**config.mk**
```make
export PLATFORM = sky130hd
export DESIGN_NAME = dnn_param_loader
export DESIGN_NICKNAME = d
export VERILOG_FILES = /design/src/rtl/dnn_param_pkg.sv /design/src/rtl/dnn_param_loader.sv
export SDC_FILE = /design/constraint.sdc
export NUM_CORES = 1
export LEC_CHECK = 0
export CAP_MARGIN = 20
export CELL_PAD_IN_SITES_DETAIL_PLACEMENT = 1
export CELL_PAD_IN_SITES_GLOBAL_PLACEMENT = 1
export CORE_MARGIN = 2
export CORE_UTILIZATION = 42
export CTS_BUF_LIST = sky130_fd_sc_hd__clkbuf_4 sky130_fd_sc_hd__clkbuf_8 sky130_fd_sc_hd__clkbuf_16
export CTS_CLUSTER_SIZE = 20
export DETAILED_ROUTE_END_ITERATION = 10
export HOLD_SLACK_MARGIN = 0.1
export PLACE_DENSITY = 0.85
export SETUP_SLACK_MARGIN = 0.5
export SLEW_MARGIN = 20
export SYNTH_ARGS = -nofsm -noshare
export SYNTH_HDL_FRONTEND = slang
export SYNTH_SLANG_ARGS = --single-unit
```
**constraint.sdc**
```tcl
create_clock -name clk -period 17.65 [get_ports clk]
set_clock_uncertainty 0.05 [all_clocks]
set_input_delay 5.295 -clock clk [delete_from_list [all_inputs] [get_ports clk]]
set_output_delay 5.295 -clock clk [all_outputs]
set_load 0.03 [all_outputs]
```
**src/rtl/dnn_param_pkg.sv**
```systemverilog
// Shared constants, slot offsets and FSM state type for the DNN parameter loader.
package dnn_param_pkg;

    localparam int N_W1          = 12;
    localparam int N_W2          = 6;
    localparam int N_B1          = 3;
    localparam int N_B2          = 2;
    localparam int PAYLOAD_BYTES = 28;

    localparam logic [7:0] SYNC_BYTE = 8'hA5;

    // Byte offsets of each parameter group inside the payload / shadow file
    localparam int W2_BASE = 12;
    localparam int B1_BASE = 18;
    localparam int B2_BASE = 24;

    typedef enum logic [1:0] {
        IDLE   = 2'd0,
        LOAD   = 2'd1,
        CHECK  = 2'd2,
        COMMIT = 2'd3
    } state_e;

endpackage

```
**src/rtl/dnn_param_loader.sv**
```systemverilog
// Run-time loader for the 4-3-2 DNN weights and biases.
// Unpacks a SYNC-prefixed byte stream into a shadow register file and copies
// the whole shadow to the live outputs in a single edge once a frame is complete.
// Optional build macro: DNN_PARAM_CHECKSUM_EN adds a trailing 8-bit sum byte,
// the CHECK state and a functional load_err pulse.
module dnn_param_loader #(
    parameter int         N_W1      = dnn_param_pkg::N_W1,
    parameter int         N_W2      = dnn_param_pkg::N_W2,
    parameter int         N_B1      = dnn_param_pkg::N_B1,
    parameter int         N_B2      = dnn_param_pkg::N_B2,
    parameter logic [7:0] SYNC_BYTE = dnn_param_pkg::SYNC_BYTE
) (
    input  logic        clk,
    input  logic        rst,
    input  logic [7:0]  in_data,
    input  logic        in_valid,
    output logic        in_ready,
    input  logic        abort,
    output logic [7:0]  weights_layer1 [0:N_W1-1],
    output logic [7:0]  weights_layer2 [0:N_W2-1],
    output logic [15:0] bias_layer1    [0:N_B1-1],
    output logic [15:0] bias_layer2    [0:N_B2-1],
    output logic        params_valid,
    output logic        load_done,
    output logic        load_err
);

    import dnn_param_pkg::*;

    // Payload layout derived from the counts so the slot map follows the parameters
    localparam int W2_B  = N_W1;
    localparam int B1_B  = W2_B + N_W2;
    localparam int B2_B  = B1_B + 2 * N_B1;
    localparam int PAY   = B2_B + 2 * N_B2;
    localparam int CNT_W = 5;
    localparam logic [CNT_W-1:0] LAST_CNT = CNT_W'(PAY - 1);

    state_e           state_q, state_d;
    logic [CNT_W-1:0] cnt_q, cnt_d;
    logic [7:0]       shadow_q [0:PAY-1];
    logic             shadow_we;
    logic             accept;
    logic             commit;
    logic             params_valid_q;
    logic             load_done_q;
    logic             err_d;

`ifdef DNN_PARAM_CHECKSUM_EN
    logic [7:0]       sum_q, sum_d;
    logic             load_err_q;
`endif

    // Ready depends only on registered state: the commit cycle is the one stall
    assign in_ready = (state_q != COMMIT);
    assign accept   = in_valid && in_ready;
    assign commit   = (state_q == COMMIT);

    // Next-state, byte counter and running-sum decode
    always_comb begin
        state_d   = state_q;
        cnt_d     = cnt_q;
        shadow_we = 1'b0;
        err_d     = 1'b0;
`ifdef DNN_PARAM_CHECKSUM_EN
        sum_d     = sum_q;
`endif
        case (state_q)
            IDLE: begin
                // Non-sync bytes are consumed and dropped while hunting for a frame
                if (!abort && accept && (in_data == SYNC_BYTE)) begin
                    state_d = LOAD;
                    cnt_d   = '0;
`ifdef DNN_PARAM_CHECKSUM_EN
                    sum_d   = '0;
`endif
                end
            end
            LOAD: begin
                if (abort) begin
                    state_d = IDLE;
                end else if (accept) begin
                    shadow_we = 1'b1;
                    cnt_d     = cnt_q + 1'b1;
`ifdef DNN_PARAM_CHECKSUM_EN
                    sum_d     = sum_q + in_data;
                    if (cnt_q == LAST_CNT) state_d = CHECK;
`else
                    if (cnt_q == LAST_CNT) state_d = COMMIT;
`endif
                end
            end
            CHECK: begin
`ifdef DNN_PARAM_CHECKSUM_EN
                if (abort) begin
                    state_d = IDLE;
                end else if (accept) begin
                    if (in_data == sum_q) begin
                        state_d = COMMIT;
                    end else begin
                        state_d = IDLE;
                        err_d   = 1'b1;
                    end
                end
`else
                state_d = IDLE;
`endif
            end
            COMMIT: begin
                // Commit always completes; abort is ignored here
                state_d = IDLE;
            end
            default: begin
                state_d = IDLE;
            end
        endcase
    end

    // FSM state, byte counter and running checksum registers
    always_ff @(posedge clk or posedge rst) begin
        if (rst) begin
            state_q <= IDLE;
            cnt_q   <= '0;
`ifdef DNN_PARAM_CHECKSUM_EN
            sum_q   <= '0;
`endif
        end else begin
            state_q <= state_d;
            cnt_q   <= cnt_d;
`ifdef DNN_PARAM_CHECKSUM_EN
            sum_q   <= sum_d;
`endif
        end
    end

    // Shadow register file, written one byte per accepted payload byte
    always_ff @(posedge clk or posedge rst) begin
        if (rst) begin
            for (int i = 0; i < PAY; i++) shadow_q[i] <= '0;
        end else if (shadow_we) begin
            shadow_q[cnt_q] <= in_data;
        end
    end

    // Live parameter registers, copied from the shadow in one edge on commit
    always_ff @(posedge clk or posedge rst) begin
        if (rst) begin
            for (int i = 0; i < N_W1; i++) weights_layer1[i] <= '0;
            for (int i = 0; i < N_W2; i++) weights_layer2[i] <= '0;
            for (int i = 0; i < N_B1; i++) bias_layer1[i]    <= '0;
            for (int i = 0; i < N_B2; i++) bias_layer2[i]    <= '0;
        end else if (commit) begin
            for (int i = 0; i < N_W1; i++) weights_layer1[i] <= shadow_q[i];
            for (int i = 0; i < N_W2; i++) weights_layer2[i] <= shadow_q[W2_B + i];
            // Biases are stored low byte first
            for (int i = 0; i < N_B1; i++)
                bias_layer1[i] <= {shadow_q[B1_B + 2*i + 1], shadow_q[B1_B + 2*i]};
            for (int i = 0; i < N_B2; i++)
                bias_layer2[i] <= {shadow_q[B2_B + 2*i + 1], shadow_q[B2_B + 2*i]};
        end
    end

    // Status flags: sticky valid and a one-cycle done pulse per commit
    always_ff @(posedge clk or posedge rst) begin
        if (rst) begin
            params_valid_q <= 1'b0;
            load_done_q    <= 1'b0;
        end else begin
            params_valid_q <= params_valid_q | commit;
            load_done_q    <= commit;
        end
    end

    assign params_valid = params_valid_q;
    assign load_done    = load_done_q;

`ifdef DNN_PARAM_CHECKSUM_EN
    // Registered one-cycle error pulse after a bad checksum byte
    always_ff @(posedge clk or posedge rst) begin
        if (rst) load_err_q <= 1'b0;
        else     load_err_q <= err_d;
    end

    assign load_err = load_err_q;
`else
    assign load_err = 1'b0;
`endif

endmodule

```
==> impl_metrics.csv <==
group,metric,value,unit
outcome,status,"finished, final reports clean",
route,routed_wl,43800,um
sta,timing.fmax,133,MHz
global_routing,grt_first_pass_wirelength,67900,um
die,start_util,0.425,
clock_network,cts-resized-gates,0,
logic_synthesis,seq_area_frac_synth,0.659,
clock_network,cts.sinks,457,
die,pin_count,240,
route,drc,0,
clock_network,cts_inserted_buffers,48,
power,power,0.00213,W
setup_path,critPathLaunchType,"primary input",
cells_and_area,drive_above_1_share,0.434,
sta,tightest_slew,1020,ps
sta,drv_slew,0,
clock_network,clockBufferDepth,3,
setup_path,cpMaxStageDelayCell,"and4bb_2",
clock_network,post_cts.repair.setup_buffers,0,
cells_and_area,syn_to_final_growth,25.8,%
setup_path,critPathKind,"primary input to register",
placed_design,place_ws,9560,ps
setup_path,crit_required,18050,ps
setup_path,crit_chain,"clkdlybuf4s50_1, and4bb_2, nand3_1, mux2_2",
logic_synthesis,synth-edff-count,0,
power,power_leakage,10.9,nW
sta,tns,0,ps
global_routing,grt_overflow,0,
logic_synthesis,syn-cell-area,17400,um^2
global_routing,grt_max_degree,198,
route,drtPass1Iterations,4,
global_routing,grt_pass1_vias,10800,
power,cellPowerDensity,97.4,nW/um^2
power,ir_drop,0.0694,mV
logic_synthesis,yosysWarningCount,0,
setup_path,max_stage_delay,980,ps
route,routed_via_density,5.22,
logic_synthesis,postSynthAreaPerCell,16.8,um^2
clock_network,cts.root.buffer_cell,"clkbuf_16",
die,dieArea,43000,um^2
logic_synthesis,syn_nets,1052,
setup_path,crit_path_max_fanout,29,
global_routing,grt_usage,0.205,
cells_and_area,fillCellCount,3719,
clock_network,clock_latency,570,ps
clock_network,cts_tree,"built",
die,die_x,207,um
die,rows,74,
placed_design,hpwl,25900,um
route,vias,9580,
logic_synthesis,synthFlopType,"dfrtp_1",
placed_design,dp_cells,1750,
placed_design,finalWeightedCongestion,0.725,
cells_and_area,insertedDiodeCount,0,
sta,setup_viol,0,
die,coreArea,40800,um^2
clock_network,clk_pin_slew,60,ps
min_path,hold-path-cell-count,1,
logic_synthesis,ys_ff_latch,457,
clock_network,hold_buffers,0,
setup_path,r2r_cells,4,
sta,relSlewSlack,0.318,
sta,fin_ws,10150,ps
logic_synthesis,postSynthCellCount,1036,
job,cap_violations,0,
sta,hold_viol,0,
sta,period_minus_slack,7500,ps
cells_and_area,num-nets-final,1285,
global_routing,antenna_found_initial,0,
sta,rsz0062_at_grt,"false",
route,detail-route-antenna-nets,0,
die,die_y,207,um
route,wl_per_cell,23.9,um
logic_synthesis,async_reset_ff_frac,1.00,
logic_synthesis,synth_cell_types,36,
placed_design,io_buffers,238,
setup_path,cp.arrival,7910,ps
sta,final.period_utilization,0.425,
route,drt-initial-drc-count,371,
min_path,min_path_type,"register to register",
cells_and_area,final-instance-count-excl-fill,1836,
clock_network,htree_levels,2,
setup_path,worst_setup_path_end_kind,"register",
==> per-stage QoR <==
| step | utilization | hold slack (ps) | instance area, um^2 |
|---|---|---|---|
| after floorplan | - | 409 | 17400 |
| after global placement | 0.494 | 399 | 20200 |
| after detailed placement | 0.494 | 438 | 20200 |
| after CTS | 0.534 | 445 | 21800 |
| after global routing | 0.535 | 463 | 21800 |
| final | 0.535 | 446 | 21800 |
==> sequential cells by signal, indices dropped and copies added (netlist names) <==
name,cells
shadow_q,224
weights_layer1,96
bias_layer1,48
weights_layer2,48
bias_layer2,32
cnt_q,5
state_q,2
load_done,1
params_valid,1
==> worst max-delay path: cells and delay by family <==
kind,cells,cell delay (ps)
and+or+nand+nor,2,1650
muxes,1,480
buffers and inverters,1,460
==> power by group <==
part           switching [W]  internal [W]  leakage, nW  total (W)
Sequential        0.00000145       0.00105         6.38    0.00105
Clock               0.000414      0.000616        0.821    0.00103
Combinational      0.0000403    0.00000686         3.69  0.0000472
==> layout by cell type, fill, tap and decap left out, drive strengths merged <==
cell / instances
clkinvlp: 2
clkbuf: 64
nor3b: 3
nand2: 1
clkinv: 13
o31ai: 2
nand3b: 1
or4bb: 1
clkdlybuf4s50: 230
xnor2: 1
nand2b: 2
buf: 15
nand3: 30
nand4b: 1
o31a: 1
xor2: 2
dfrtp: 457
inv: 7
bufinv: 4
and4bb: 1
ha: 4
or4b: 2
and3b: 3
nor3: 1
o311ai: 2
mux2: 450
nor2: 1
o32ai: 1
mux2i: 1
conb: 1
==> area by class of cell <==
type | instances | area, um^2 | share of cell area
sequential | 457 | 11400 | 0.524
multi-input combinational | 512 | 5640 | 0.258
timing repair buffer | 245 | 2450 | 0.112
clock buffer | 64 | 1400 | 0.0642
tap | 532 | 666 | 0.0305
clock inverter | 21 | 221 | 0.0101
inverter | 5 | 25.0 | 0.00115
==> synth_stat cells, types with 2 or more instances <==
master,n,area share
ha_1,4,0.0029
nand2b_1,2,0.00072
xor2_1,2,0.0010
nand3_2,2,0.0012
nor3b_2,2,0.0014
buf_2,20,0.0058
dfrtp_1,457,0.66
and3b_1,3,0.0015
o31ai_1,2,0.00086
nand3_1,19,0.0055
clkbuf_1,30,0.0065
o311ai_0,2,0.0010
mux2_1,2,0.0013
nand3_4,9,0.0091
mux2_2,447,0.29
buf_1,10,0.0022
inv_1,4,0.00086
==> path summary, 6_finish.rpt <==
check	start	end	slack, ps
worst min register to register	params_valid	params_valid	450
min in group asynchronous	rst	shadow_q[67]	5310
max in group asynchronous	rst	weights_layer1[28]	10720
worst min-delay path	params_valid	params_valid	450
worst max register to register	state_q[0]	bias_layer2[29]	14770
worst max-delay path	abort	shadow_q[110]	10150
==> logic make-up (layout without fill, tap and decap cells) <==
group / Yosys count / in the layout / share of synthesized area
other: 1 / 1 / 0.000216
flip-flops: 457 / 457 / 0.659
multiplexers: 451 / 451 / 0.293
XOR/XNOR: 3 / 3 / 0.00151
buffers and inverters: 67 / 335 / 0.0166
AO/OA/AOI/OAI: 6 / 6 / 0.00288
adder cells (fa/ha/maj): 4 / 4 / 0.00288
AND/OR/NAND/NOR: 47 / 47 / 0.0242
==> routing by layer <==
layer / wire length, um / track usage
met4: 640 / 0.0515
met3: 1550 / 0.0339
met2: 22700 / 0.357
met1: 19000 / 0.267
met5: 0 / 0
No activity file was read; power rests on OpenSTA's default activity.
